===== src/rtl/multiplicador_shift_add_7bits_pkg.sv =====
// Shared definitions for the 7-bit shift-and-add multiply-accumulate unit.
//   N_OP    : operand width (Q_in, B_in, R_in)
//   P_W     : result width (2*N_OP), wide enough for (2^N-1)^2 + (2^N-1)
//   CNT_W   : iteration counter width
//   state_t : control states IDLE / CALC / DONE
package multiplicador_shift_add_7bits_pkg;

  localparam int N_OP  = 7;
  localparam int P_W   = 2 * N_OP;
  localparam int CNT_W = $clog2(N_OP);

  typedef enum logic [1:0] {
    IDLE = 2'd0,
    CALC = 2'd1,
    DONE = 2'd2
  } state_t;

endpackage


===== src/rtl/multiplicador_shift_add_7bits.sv =====
// Sequential shift-and-add multiply-accumulate: P = Q_in * B_in + R_in.
// Rebuilds the dividend from the outputs of the 7-bit restoring divider and
// doubles as a plain 7x7 multiplier when R_in = 0.
//
// Ports:
//   clk   : system clock, rising edge
//   rst   : asynchronous active-low reset (0 = reset)
//   start : request, sampled only in IDLE or DONE
//   Q_in  : multiplier (quotient), N_OP bits
//   B_in  : multiplicand (divisor), N_OP bits
//   R_in  : addend (remainder), N_OP bits, zero-extended
//   P     : result, P_W bits, updated only on CALC->DONE or reset
//   done  : result valid, level, held until the next start or reset
//   busy  : high while the iteration is running
module multiplicador_shift_add_7bits
  import multiplicador_shift_add_7bits_pkg::*;
(
  input  logic             clk,
  input  logic             rst,
  input  logic             start,
  input  logic [N_OP-1:0]  Q_in,
  input  logic [N_OP-1:0]  B_in,
  input  logic [N_OP-1:0]  R_in,
  output logic [P_W-1:0]   P,
  output logic             done,
  output logic             busy
);

  state_t             state_reg;
  logic [P_W-1:0]     acc_reg;
  logic [P_W-1:0]     mcand_reg;
  logic [N_OP-1:0]    mult_reg;
  logic [CNT_W-1:0]   cnt_reg;
  logic [P_W-1:0]     sum_next;

  // Single 2N-bit adder: the result never exceeds 2^P_W - 1, so no carry-out.
  assign sum_next = acc_reg + (mult_reg[0] ? mcand_reg : '0);

  always_ff @(posedge clk or negedge rst) begin
    if (!rst) begin
      state_reg <= IDLE;
      acc_reg   <= '0;
      mcand_reg <= '0;
      mult_reg  <= '0;
      cnt_reg   <= '0;
      P         <= '0;
      done      <= 1'b0;
      busy      <= 1'b0;
    end else begin
      case (state_reg)
        IDLE, DONE: begin
          // DONE accepts a new start directly, clearing done on the same edge.
          if (start) begin
            acc_reg   <= {{N_OP{1'b0}}, R_in};
            mcand_reg <= {{N_OP{1'b0}}, B_in};
            mult_reg  <= Q_in;
            cnt_reg   <= '0;
            done      <= 1'b0;
            busy      <= 1'b1;
            state_reg <= CALC;
          end
        end
        CALC: begin
          // start is deliberately not looked at here: no restart, no queuing.
          acc_reg   <= sum_next;
          mcand_reg <= mcand_reg << 1;
          mult_reg  <= mult_reg >> 1;
          cnt_reg   <= cnt_reg + 1'b1;
          if (cnt_reg == CNT_W'(N_OP - 1)) begin
            // Final iteration: publish the sum directly so P never shows a
            // partial accumulation.
            P         <= sum_next;
            done      <= 1'b1;
            busy      <= 1'b0;
            state_reg <= DONE;
          end
        end
        default: begin
          state_reg <= IDLE;
        end
      endcase
    end
  end

endmodule


===== config.mk =====
export PLATFORM = sky130hd
export DESIGN_NAME = multiplicador_shift_add_7bits
export DESIGN_NICKNAME = d
export VERILOG_FILES = /design/src/rtl/multiplicador_shift_add_7bits_pkg.sv /design/src/rtl/multiplicador_shift_add_7bits.sv
export SDC_FILE = /design/constraint.sdc
export NUM_CORES = 1
export LEC_CHECK = 0
export BUFFER_PORTS_ARGS = -buffer_cell sky130_fd_sc_hd__buf_2
export CAP_MARGIN = 5
export CORE_UTILIZATION = 52
export DETAILED_ROUTE_END_ITERATION = 8
export HOLD_SLACK_MARGIN = 0.08
export PLACE_DENSITY = 0.74
export SLEW_MARGIN = 20
export SYNTH_ARGS = -nofsm -noshare
export SYNTH_HDL_FRONTEND = slang
export SYNTH_SLANG_ARGS = --single-unit

===== constraint.sdc =====
create_clock -name clk -period 2.1 [get_ports clk]
set_input_delay 0.21 -clock clk [delete_from_list [all_inputs] [get_ports clk]]
set_output_delay 0.21 -clock clk [all_outputs]
set_load 0.03 [all_outputs]

**Word level (Yosys, flattened, before mapping)**

Index checks and enable logic that the tools add are counted.
W data, S select, Z words.

- Bits of input ports: 24
- Logic and storage cells: 40
- Output and inout bits: 16
- Register bits: 56

- Reduce and logical (&&, ||, !) cells: 7
- Mux-type cells: 18
- $add $sub $neg: 2
- Eq/ne operators: 5

Operators with widths:

| operator | number |
|---|---|
| $pmux W14 S2 | 2 |
| $mux W14 | 3 |
| $add A14 B14 Y14 | 1 |
| $pmux W7 S2 | 1 |
| $mux W7 | 1 |
| $pmux W3 S2 | 1 |
| $reduce_and A2 Y1 | 3 |
| $mux W1 | 4 |
| $mux W2 | 2 |
| $ne A2 B2 Y1 const B | 2 |
| $pmux W1 S2 | 2 |
| $pmux W2 S2 | 1 |
| $add A3 B1 Y3 const B | 1 |
| $eq A3 B3 Y1 const B | 1 |
| $mux W3 | 1 |
| $reduce_and A3 Y1 | 1 |
| $eq A2 B1 Y1 const B | 1 |
| $eq A2 B2 Y1 const B | 1 |
| $logic_not A2 Y1 | 1 |
| $reduce_bool A2 Y1 | 1 |
| $reduce_or A2 Y1 | 1 |

**Logic depth before layout (Yosys ltp)**

Gate-level depths: netlist of the first run.

- Word-level depth: 4
- Mapped depth: 10
- Mapped depth without buffers: 10

**Worst setup path before layout of the first run**

OpenSTA, ideal clock, no wires.

- Kind: reg2reg
- Start: register mult_reg[0]
- End: register acc_reg[12]
- Stages on the path, launching flop included: 10
- Path buffers: 1
- Path slack: -0.007 ns
- Clock period less this slack: 2.107 ns
- Arrival time: 1.977 ns
- Cell sequence: dfrtp_1 > clkbuf_1 > and2_1 > ha_1 > a21o_1 > a21oi_1 > o21ai_0 > a221oi_2 > xor2_1 > o21ai_1

- Longest elaborated chain between the ends: 3

Ends and longest elaborated chain:

| element | RTL line | source |
|---|---|---|
| start, declared | multiplicador_shift_add_7bits.sv:32 | `logic [N_OP-1:0] mult_reg;` |
| start signal, assigned | multiplicador_shift_add_7bits.sv:56 | `mult_reg <= Q_in;` |
| start signal, assigned | multiplicador_shift_add_7bits.sv:67 | `mult_reg <= mult_reg >> 1;` |
| $mux W14 | multiplicador_shift_add_7bits.sv:37 | `assign sum_next = acc_reg + (mult_reg[0] ? mcand_reg : '0);` |
| $add A14 B14 Y14 | multiplicador_shift_add_7bits.sv:37 |  |
| $pmux W14 S2 | multiplicador_shift_add_7bits.sv:50 | `case (state_reg)` |
| end signal, assigned | multiplicador_shift_add_7bits.sv:54 | `acc_reg <= {{N_OP{1'b0}}, R_in};` |
| end signal, assigned | multiplicador_shift_add_7bits.sv:65 | `acc_reg <= sum_next;` |
| end, declared | multiplicador_shift_add_7bits.sv:30 | `logic [P_W-1:0] acc_reg;` |

No other way between the ends.
A chain may end at the register's enable or synchronous reset.

**Final worst setup path of the first run**

- Start: register mult_reg[0]
- End: register P[8]

- Longest elaborated chain between the ends: 2

Ends and longest elaborated chain:

| element | RTL line | source |
|---|---|---|
| $mux W14 | multiplicador_shift_add_7bits.sv:37 |  |
| $add A14 B14 Y14 | multiplicador_shift_add_7bits.sv:37 |  |
| end signal, assigned | multiplicador_shift_add_7bits.sv:72 | `P <= sum_next;` |
| end, declared | multiplicador_shift_add_7bits.sv:24 | `output logic [P_W-1:0] P,` |

No other way between the ends.

==> results of run 1 <==
## worst max-delay path: stages, from the launching register on
cell and delay, ns:
dfrtp_1 0.40, and2_1 0.15, ha_2 0.18, inv_2 0.04
fa_2 0.36, nor2b_4 0.15, nor3_4 0.06, o21ai_4 0.18
a31oi_1 0.14, xor2_1 0.21, o21ai_0 0.11
## through the flow
stage	hold slack, ns	util	instances	setup slack (ns)	setup TNS [ns]
floorplan	-0.0856	-	288	0.0142	0
global placement	0.0586	0.640	414	-0.0522	-0.315
detailed placement	0.0579	0.640	414	-0.124	-0.985
CTS	0.0940	0.688	426	0.00320	0
global route	0.112	0.698	426	-0.138	-1.32
finish	0.0948	0.698	426	0.00152	0
## per-layer routing
layer  share of wire  vias up  GRT usage  routed length [µm]
met3           0.029        7     0.0405                 185
li1                -     1150          -                   -
met4           0.013        0     0.0769                  84
met2            0.50       38      0.406                3220
met5               0        -          0                   0
met1            0.46     1151      0.300                2960
## report_power, final
part	internal [W]	switching, W	total, W
registers	0.00157	0.000349	0.00192
logic	0.00158	0.00190	0.00348
clock network	0.000361	0.000353	0.000714
## area by class of cell
class                      instances  area (µm²)
sequential                        56        1400
timing repair buffer              75         472
clock inverter                     2        38.8
multi-input combinational        212        1560
clock buffer                       6        72.6
fill                             398        1580
tap                               70        87.6
inverter                           5        18.8
## path summary, 6_finish.rpt
path	start	to	slack, ns
setup / recovery	mult_reg[0]$_DFFE_PN0P_	P[8]$_DFFE_PN0P_	0.002
hold / removal	Q_in[1]	mult_reg[1]$_DFFE_PN0P_	0.09
setup reg to reg	mult_reg[0]$_DFFE_PN0P_	P[8]$_DFFE_PN0P_	0.002
hold reg to reg	P[5]$_DFFE_PN0P_	P[5]$_DFFE_PN0P_	0.49
max in group asynchronous	rst	mcand_reg[9]$_DFFE_PN0P_	1.24
min in group asynchronous	rst	acc_reg[3]$_DFFE_PN0P_	0.24
## cell families after synthesis
| family | after synthesis | share of synthesized area |
|---|---|---|
| flops | 56 | 0.482 |
| fa+ha+maj | 16 | 0.0714 |
| xor+xnor | 12 | 0.0361 |
| buf+inv | 20 | 0.0353 |
| compound gates | 81 | 0.200 |
| mux | 1 | 0.00387 |
| simple gates | 102 | 0.172 |
## what timing repair did
| action | CTS | global route |
|---|---|---|
| setup buffers | 3 | 0 |
| hold endpoints to repair | 56 | 0 |
| hold buffers | 1 | 0 |
| endpoints found under the setup margin | 16 | 18 |
| gates resized for setup | 19 | 12 |
| pin swaps | 12 | 10 |
## cells in the final DEF, fill, tap and decap left out, types with 2 or more instances in the layout
master,synthesis,routed
dfrtp_1,56,56
nand2_1,57,56
buf_2,3,39
buf_4,1,34
a22oi_1,17,17
o21ai_0,20,17
o21ai_1,10,12
and2_1,14,10
a22o_1,9,9
xor2_1,8,8
nor2_1,7,7
ha_1,15,7
ha_4,0,7
a21oi_2,2,6
nand3_1,5,5
clkbuf_8,2,5
inv_1,5,4
and2_4,0,4
a21oi_1,7,3
xnor2_1,4,3
nand4_1,3,3
a21o_1,2,2
o21ai_4,1,2
o211ai_1,2,2
nand2b_1,2,2
or4_1,2,2
a221o_1,2,2
==> metrics.txt, run 1 <==
FF-to-FF path depth 10; Peak VDD IR approximately 0.84 mV; Leak Pwr about 1.7 nW; Routed WL roughly 6400 µm; number of global-route vias before repair ~2,400; Max-Cap Viols 0; PD cells 1670 nW/µm²; Die X roughly 77 µm; EDFF count, synth 0; GR Overflow Total 0; DIE AREA 5900 µm²; clock slew at reported path FFs 0.10 ns; WL/cell between 15 and 20 µm; global-route wire length before repair around 11,000 µm; root buffer cell clkbuf_8; DRT antenna net count 0; Tmin final ~2.1 ns; chip height ~77 µm; period utilization 0.999; synth top area cells dfrtp_1 (48%), nand2_1 (7.4%), ha_1 (6.5%); Max Fclk ~480 MHz; FFs w/ async S/R, synth 1.00; via count about 2,300; initial core utilization 0.555; Worst setup EP type flop; gr usage total 0.236; RePlAce Congestion about 0.82; CP startpoint kind flop; Area Overhead vs Synth 25.7%; Post-Layout Inst Area 3650 µm²; Tot Pwr approximately 0.0061 W; YS warnings 0; CTS Buffer Depth 2; final clock skew ~0.0080 ns; Synth top area share 0.482; synth unique cells 47; sequential-to-total area share from yosys stat 0.482; syn nets roughly 330; Arrival @ worst endpoint around 2.3 ns; initial antenna violation count 0; Slew Limit Headroom 0.553; Cells after Synth between 200 and 300; Skew-Pair Late Insertion Delay between 0.3 and 0.4 ns; type of the worst setup path flop to flop; final setup fails 0; Mapped Avg Cell Area approximately 10 µm²; core area roughly 5200 µm²; DR vias/cell 5.51; most area-hungry cell type in the Yosys netlist dfrtp_1; Hold Path Depth 3; layout cells sized above 1 0.337; CTS tree built; Num CTS Buffers 5; ys flop type dfrtp_1; DRC 0; Final nets just under 400; worst slew pin tran 0.670 ns; CP Max Fanout 4; first-pass iteration count of the detailed router 4; most frequent cell after synthesis nand2_1; IO Count 40; Buffers on Ports 39; largest net degree at the start of global routing 31; outcome finished clean; H-tree depth 2; DRT iter0 DRCs 104; RSZ-0062 raised after global routing true; clock sinks 56; antenna cells 0; final hold vios 0; Post-synth top cells nand2_1 (57), dfrtp_1 (56), o21ai_0 (20); max-slew violation count 0; synthesized flop and latch total between 50 and 60; hpwl dp approximately 4600 µm; Req. time, crit path ~2.3 ns; Worst Hold Class input pin to flop; synthesized cell area 2910 µm²; placed cell area between 3000 and 4000 µm²; FP Rows 26
No activity file was read; power rests on OpenSTA's default activity.
==> run 2: changes to the inputs <==
--- a/config.mk
+++ b/config.mk
@@ -10,7 +10,7 @@
 export CORE_UTILIZATION = 52
 export DETAILED_ROUTE_END_ITERATION = 8
 export HOLD_SLACK_MARGIN = 0.08
-export PLACE_DENSITY = 0.74
+export PLACE_DENSITY = 0.77
 export SLEW_MARGIN = 20
 export SYNTH_ARGS = -nofsm -noshare
 export SYNTH_HDL_FRONTEND = slang
==> metrics.txt, run 2 (same netlist as run 1, synthesis figures left out) <==
period utilization 1.04 (+0.0370); FP Rows 26 (unchanged); DIE AREA 5900 µm² (unchanged); Req. time, crit path 2.30 ns (about the same); Worst Hold Class input pin to flop; clock slew at reported path FFs 0.09 ns (about the same); Buffers on Ports 39 (unchanged); DRC 0 (unchanged); Num CTS Buffers 5 (unchanged); gr usage total 0.249 (+0.0125); RR Startpoint mult_reg[0]$_DFFE_PN0P_; initial antenna violation count 0 (unchanged); r2r endpoint P[12]$_DFFE_PN0P_; Arrival @ worst endpoint 2.38 ns (+0.09 ns); via count 2,382 (+1.5%); type of the worst setup path flop to flop; Routed WL 6890 µm (+6.9%); core area 5240 µm² (unchanged); H-tree depth 2 (unchanged); Final WS setup -0.0762 ns (-0.0778 ns); initial core utilization 0.555 (unchanged); first-pass iteration count of the detailed router 4 (unchanged); global-route wire length before repair 11,500 µm (+3.4%); RSZ-0062 raised after global routing true; largest net degree at the start of global routing 36 (+16%); final clock skew 0.00404 ns (-0.00399 ns); most used routing layer met2; CP Max Fanout 6 (+2); final hold vios 0 (unchanged); antenna cells 0 (unchanged); IO Count 40 (unchanged); layout cells sized above 1 0.354 (+0.0170); clock sinks 56 (unchanged); max-slew violation count 0 (unchanged); grt met3 use 0.0417 (+0.00119); DRT antenna net count 0 (unchanged); Peak VDD IR 0.736 mV (-12%); CP startpoint kind flop; Leak Pwr 1.73 nW (-0.63%); Max-Cap Viols 0 (unchanged); violated checks setup timing; DRT iter0 DRCs 118 (+13%); CTS tree built; hpwl dp 4520 µm (-1.8%); Skew-Pair Late Insertion Delay 0.31 ns (about the same); Slew Limit Headroom 0.564 (+0.0108); met2 Track Usage GR 0.440 (+0.0339); final setup fails 5 (+5); Worst setup EP type flop; Worst Hold Launch Q_in[4]; DR vias/cell 5.63 (+2.3%); FF-to-FF path depth 11 (+1); Area Overhead vs Synth 27.3%; flop2flop setup slack -0.08 ns (-0.08 ns); root buffer cell clkbuf_8; Hold Path Depth 3 (unchanged); Tmin final 2.18 ns (+0.0778 ns); worst hold slack 0.112 ns (+0.0170 ns); chip height 76.8 µm (unchanged); area of the multi-input gates 1620 µm² (+3.8%); met1 GRT Util 0.312 (+0.0114); pre-CTS setup slack -0.186 ns (-0.0619 ns); Final nets 393 (-0.51%); setup_tns -0.190 ns (-0.190 ns); most frequent cells in the layout dfrtp_1 (55), nand2_1 (55), buf_2 (39); sequential cell area 1400 µm² (about the same); RePlAce Congestion 0.866 (+5.1%); # fillers 390 (-2.0%); Max Fclk 460 MHz (-3.6%); outcome complete, but fails checks; Post-Layout Cell Count 423 (-0.70%); WL/cell 16.3 µm (+7.7%); PD cells 1670 nW/µm² (about the same); Placed Instances 407 (-1.7%); number of global-route vias before repair 2,403 (-0.042%); CTS Buffer Depth 2 (unchanged); worst slew pin tran 0.654 ns (-0.0162 ns); Die X 76.8 µm (unchanged); GR Overflow Total 0 (unchanged); WHS Endpoint mult_reg[4]$_DFFE_PN0P_
-- run 2: worst max-delay path, stage by stage, from the launching register on --
cell and delay (ns):
dfrtp_2 0.45, and2_4 0.16, ha_4 0.16, inv_2 0.06
fa_2 0.22, nor2b_4 0.05, nor3_2 0.14, o21ai_2 0.10
buf_4 0.15, a221oi_2 0.26, xor2_1 0.22, o21ai_1 0.09
-- run 2: timing repair --
item | CTS | global route
pin swaps | 12 | 13
endpoints found under the setup margin | 16 | 20
endpoints found under the hold margin | 21 | 0
resized for setup | 21 | 20
buffers inserted | 7 | 1
hold buffers | 1 | 0
-- run 2: where the power goes --
group          switching (W)  leakage [nW]  internal, W  total (W)
clock network       0.000338        0.0503     0.000295   0.000632
registers           0.000382         0.701      0.00158    0.00196
logic                0.00195         0.977      0.00165    0.00360
-- run 2: worst max-delay path by stage --
stage                                        from                 endpoint  slack, ns  cells past startpoint
after global routing      mult_reg[0]$_DFFE_PN0P_  acc_reg[12]$_DFFE_PN0P_      -0.20                     11
after floorplan           mult_reg[0]$_DFFE_PN0P_  acc_reg[12]$_DFFE_PN0P_       0.01                      9
after CTS                 mult_reg[0]$_DFFE_PN0P_  acc_reg[12]$_DFFE_PN0P_     -0.006                      8
after detailed placement  mult_reg[0]$_DFFE_PN0P_   acc_reg[8]$_DFFE_PN0P_      -0.19                     10
after global placement    mult_reg[0]$_DFFE_PN0P_  acc_reg[10]$_DFFE_PN0P_      -0.06                     10
final                     mult_reg[0]$_DFFE_PN0P_        P[12]$_DFFE_PN0P_      -0.08                     11
-- run 2: layout make-up --
type,instances,area share
inverter,5,0.00507
timing repair buffer,73,0.128
clock buffer,7,0.0260
sequential,56,0.379
tap,70,0.0237
multi-input combinational,212,0.439
-- run 2: metrics by stage --
stage          cell area [µm²]   util  total power, W
3_5_place_dp              3310  0.632         0.00493
2_1_floorplan             2910      -         0.00400
3_3_place_gp              3310  0.632         0.00481
5_1_grt                   3700  0.707         0.00666
6_report                  3700  0.707         0.00619
4_1_cts                   3590  0.685         0.00588
-- run 2: routing by layer --
layer | vias up | part of all wire
met2 | 65 | 0.50
met3 | 13 | 0.044
met4 | 0 | 0.022
li1 | 1140 | -
met5 | - | 0
met1 | 1164 | 0.43
==> run 3: changes to the inputs <==
--- a/config.mk
+++ b/config.mk
@@ -7,7 +7,9 @@
 export LEC_CHECK = 0
 export BUFFER_PORTS_ARGS = -buffer_cell sky130_fd_sc_hd__buf_2
 export CAP_MARGIN = 5
-export CORE_UTILIZATION = 52
+export CELL_PAD_IN_SITES_DETAIL_PLACEMENT = 2
+export CELL_PAD_IN_SITES_GLOBAL_PLACEMENT = 2
+export CORE_UTILIZATION = 33
 export DETAILED_ROUTE_END_ITERATION = 8
 export HOLD_SLACK_MARGIN = 0.08
 export PLACE_DENSITY = 0.77
==> metrics.txt, run 3 (same netlist as run 1, synthesis figures left out) <==
Final nets 401 (+2.0%); Max-Cap Viols 0 (unchanged); antenna cells 0 (unchanged); CP Max Fanout 8 (+2); slowest stage delay, CP 0.44 ns (about the same); Final WS setup -0.119 ns (-0.0430 ns); Buffers on Ports 39 (unchanged); Arrival @ worst endpoint 2.43 ns (+0.05 ns); clock slew at reported path FFs 0.11 ns (+0.02 ns); IO Count 40 (unchanged); Worst Hold Class input pin to flop; clock sinks 56 (unchanged); RePlAce Congestion 0.819 (-5.4%); RSZ-0062 raised after global routing true; Tot Pwr 0.00725 W (+17%); FP Rows 33 (+27%); root buffer cell clkbuf_8; Slew Limit Headroom 0.467 (-0.0963); H-tree depth 2 (unchanged); core area 8380 µm² (+60%); gr usage total 0.232 (-0.0169); CP startpoint kind flop; Post-Layout Inst Area 3980 µm² (+7.4%); DRC 0 (unchanged); Skew-Pair Late Insertion Delay 0.32 ns (about the same); Top delay family on crit path compound AO/OA/AOI/OAI gates; Int Pwr 0.00398 W (+13%); hpwl dp 6050 µm (+34%); Area Overhead vs Synth 36.8%; Tmin final 2.22 ns (+0.0430 ns); Placed Instances 449 (+10%); placed cell area 3410 µm² (+2.9%); CTS Buffer Depth 2 (unchanged); worst hold slack 0.106 ns (-0.00594 ns); Routed WL 10,600 µm (+53%); Peak VDD IR 0.595 mV (-19%); Die X 95.9 µm (+25%); global-route wire length before repair 15,300 µm (+34%); DRT iter0 DRCs 116 (-1.7%); combinational share of power 0.607 (+0.025); violated checks setup timing; DR vias/cell 5.43 (-3.6%); initial core utilization 0.347 (-0.208); Post-Layout Cell Count 466 (+10%); pre-CTS setup slack -0.209 ns (-0.0233 ns); PD cells 1820 nW/µm² (+9.0%); number of global-route vias before repair 2,743 (+14%); layout cells sized above 1 0.402 (+0.0476); chip height 95.9 µm (+25%); GR Overflow Total 0 (unchanged); final hold vios 0 (unchanged); most frequent cells in the layout dfrtp_1 (56), nand2_1 (55), buf_2 (39); DRT antenna net count 0 (unchanged); final clock skew 0.0135 ns (+0.00942 ns); Sw Share 0.451 (+0.0191); Leak Pwr 1.82 nW (+5.2%); critical path's slowest cell dfrtp_1; worst slew pin tran 0.798 ns (+0.144 ns); type of the worst setup path flop to flop; Psw 0.00327 W (+22%); max-slew violation count 0 (unchanged); Flop pwr share 0.276 (-0.040); Buf/Inv on CP 1 (-1); largest net degree at the start of global routing 35 (-2.8%); WL/cell 22.7 µm (+39%); via count 2,529 (+6.2%); Req. time, crit path 2.31 ns (about the same); final setup fails 14 (+9); first-pass iteration count of the detailed router 4 (unchanged); Num CTS Buffers 5 (unchanged); initial antenna violation count 0 (unchanged); most common cell after layout, fill and taps aside dfrtp_1; critical path, cell by cell buf_6 > and2_4 > ha_4 > a21o_1 > a21oi_4 > o21ai_2 > a221oi_4 > xor2_1 > o21ai_1; Worst setup EP type flop; CTS tree built; outcome complete, but fails checks; clock power share 0.117 (+0.015); DIE AREA 9190 µm² (+56%); Max Fclk 451 MHz (-1.9%); period utilization 1.06 (+0.0205)
## run 3: cell types whose count changed in the layout (fill, tap and decap cells not counted), sizes merged
cell | before | now
buf | 72 | 80
bufinv | 0 | 2
clkbuf | 7 | 5
## run 3: final timing paths
path | depth (start not counted) | startpoint | to | slack, ns
max | 9 | mult_reg[0]$_DFFE_PN0P_ | acc_reg[12]$_DFFE_PN0P_ | -0.12
min | 3 | Q_in[4] | mult_reg[4]$_DFFE_PN0P_ | 0.11
max reg2reg | 9 | mult_reg[0]$_DFFE_PN0P_ | acc_reg[12]$_DFFE_PN0P_ | -0.12
min reg2reg | 2 | P[4]$_DFFE_PN0P_ | P[4]$_DFFE_PN0P_ | 0.49
max in group asynchronous | 3 | rst | mcand_reg[10]$_DFFE_PN0P_ | 1.07
min in group asynchronous | 2 | rst | busy$_DFFE_PN0P_ | 0.42
## run 3: area by class of cell
class	count	area (µm²)
Timing Repair Buffer	81	548
Inverter	5	18.8
Fill cell	879	4400
Multi-Input combinational cell	212	1750
Clock inverter	2	60.1
Clock buffer	5	68.8
Sequential cell	56	1400
Tap cell	105	131
## run 3: layer usage
metal / share of wire / routed length (µm) / vias up / GRT usage
li1: - / - / 1154 / -
met1: 0.42 / 4490 / 1301 / 0.281
met2: 0.52 / 5480 / 54 / 0.418
met3: 0.030 / 318 / 20 / 0.0387
met4: 0.027 / 286 / 0 / 0.0709
met5: 0 / 0 / - / 0
## run 3: timing repair
action | CTS | global route
hold buffers | 1 | 0
gates resized for setup | 42 | 26
endpoints found under the hold margin | 22 | 0
pin swaps | 26 | 23
setup buffers | 6 | 3
endpoints found under the setup margin | 16 | 22
## run 3: power groups by stage
stage / registers (W) / clock network, W / logic, W
finish: 0.00200 / 0.000848 / 0.00440
global placement: 0.00190 / 0 / 0.00314
detailed placement: 0.00193 / 0 / 0.00331
global route: 0.00206 / 0.000908 / 0.00471
CTS: 0.00196 / 0.000862 / 0.00385
floorplan: 0.00209 / 0 / 0.00191
## run 3: per-stage QoR
step,TNS [ns],utilization
finish,-0.895,0.475
global route,-2.30,0.475
CTS,-0.573,0.453
detailed placement,-2.85,0.406
global placement,-1.27,0.406
floorplan,0,-
## run 3: worst reg2reg max path, delay by kind of cell, from the launching register on
family / cells / cell delay, ns
AND/OR/NAND/NOR: 1 / 0.14
AO/OA/AOI/OAI: 5 / 0.91
adder cells (fa/ha/maj): 1 / 0.24
buffers and inverters: 1 / 0.16
XOR/XNOR: 1 / 0.22
flip-flops: 1 / 0.44
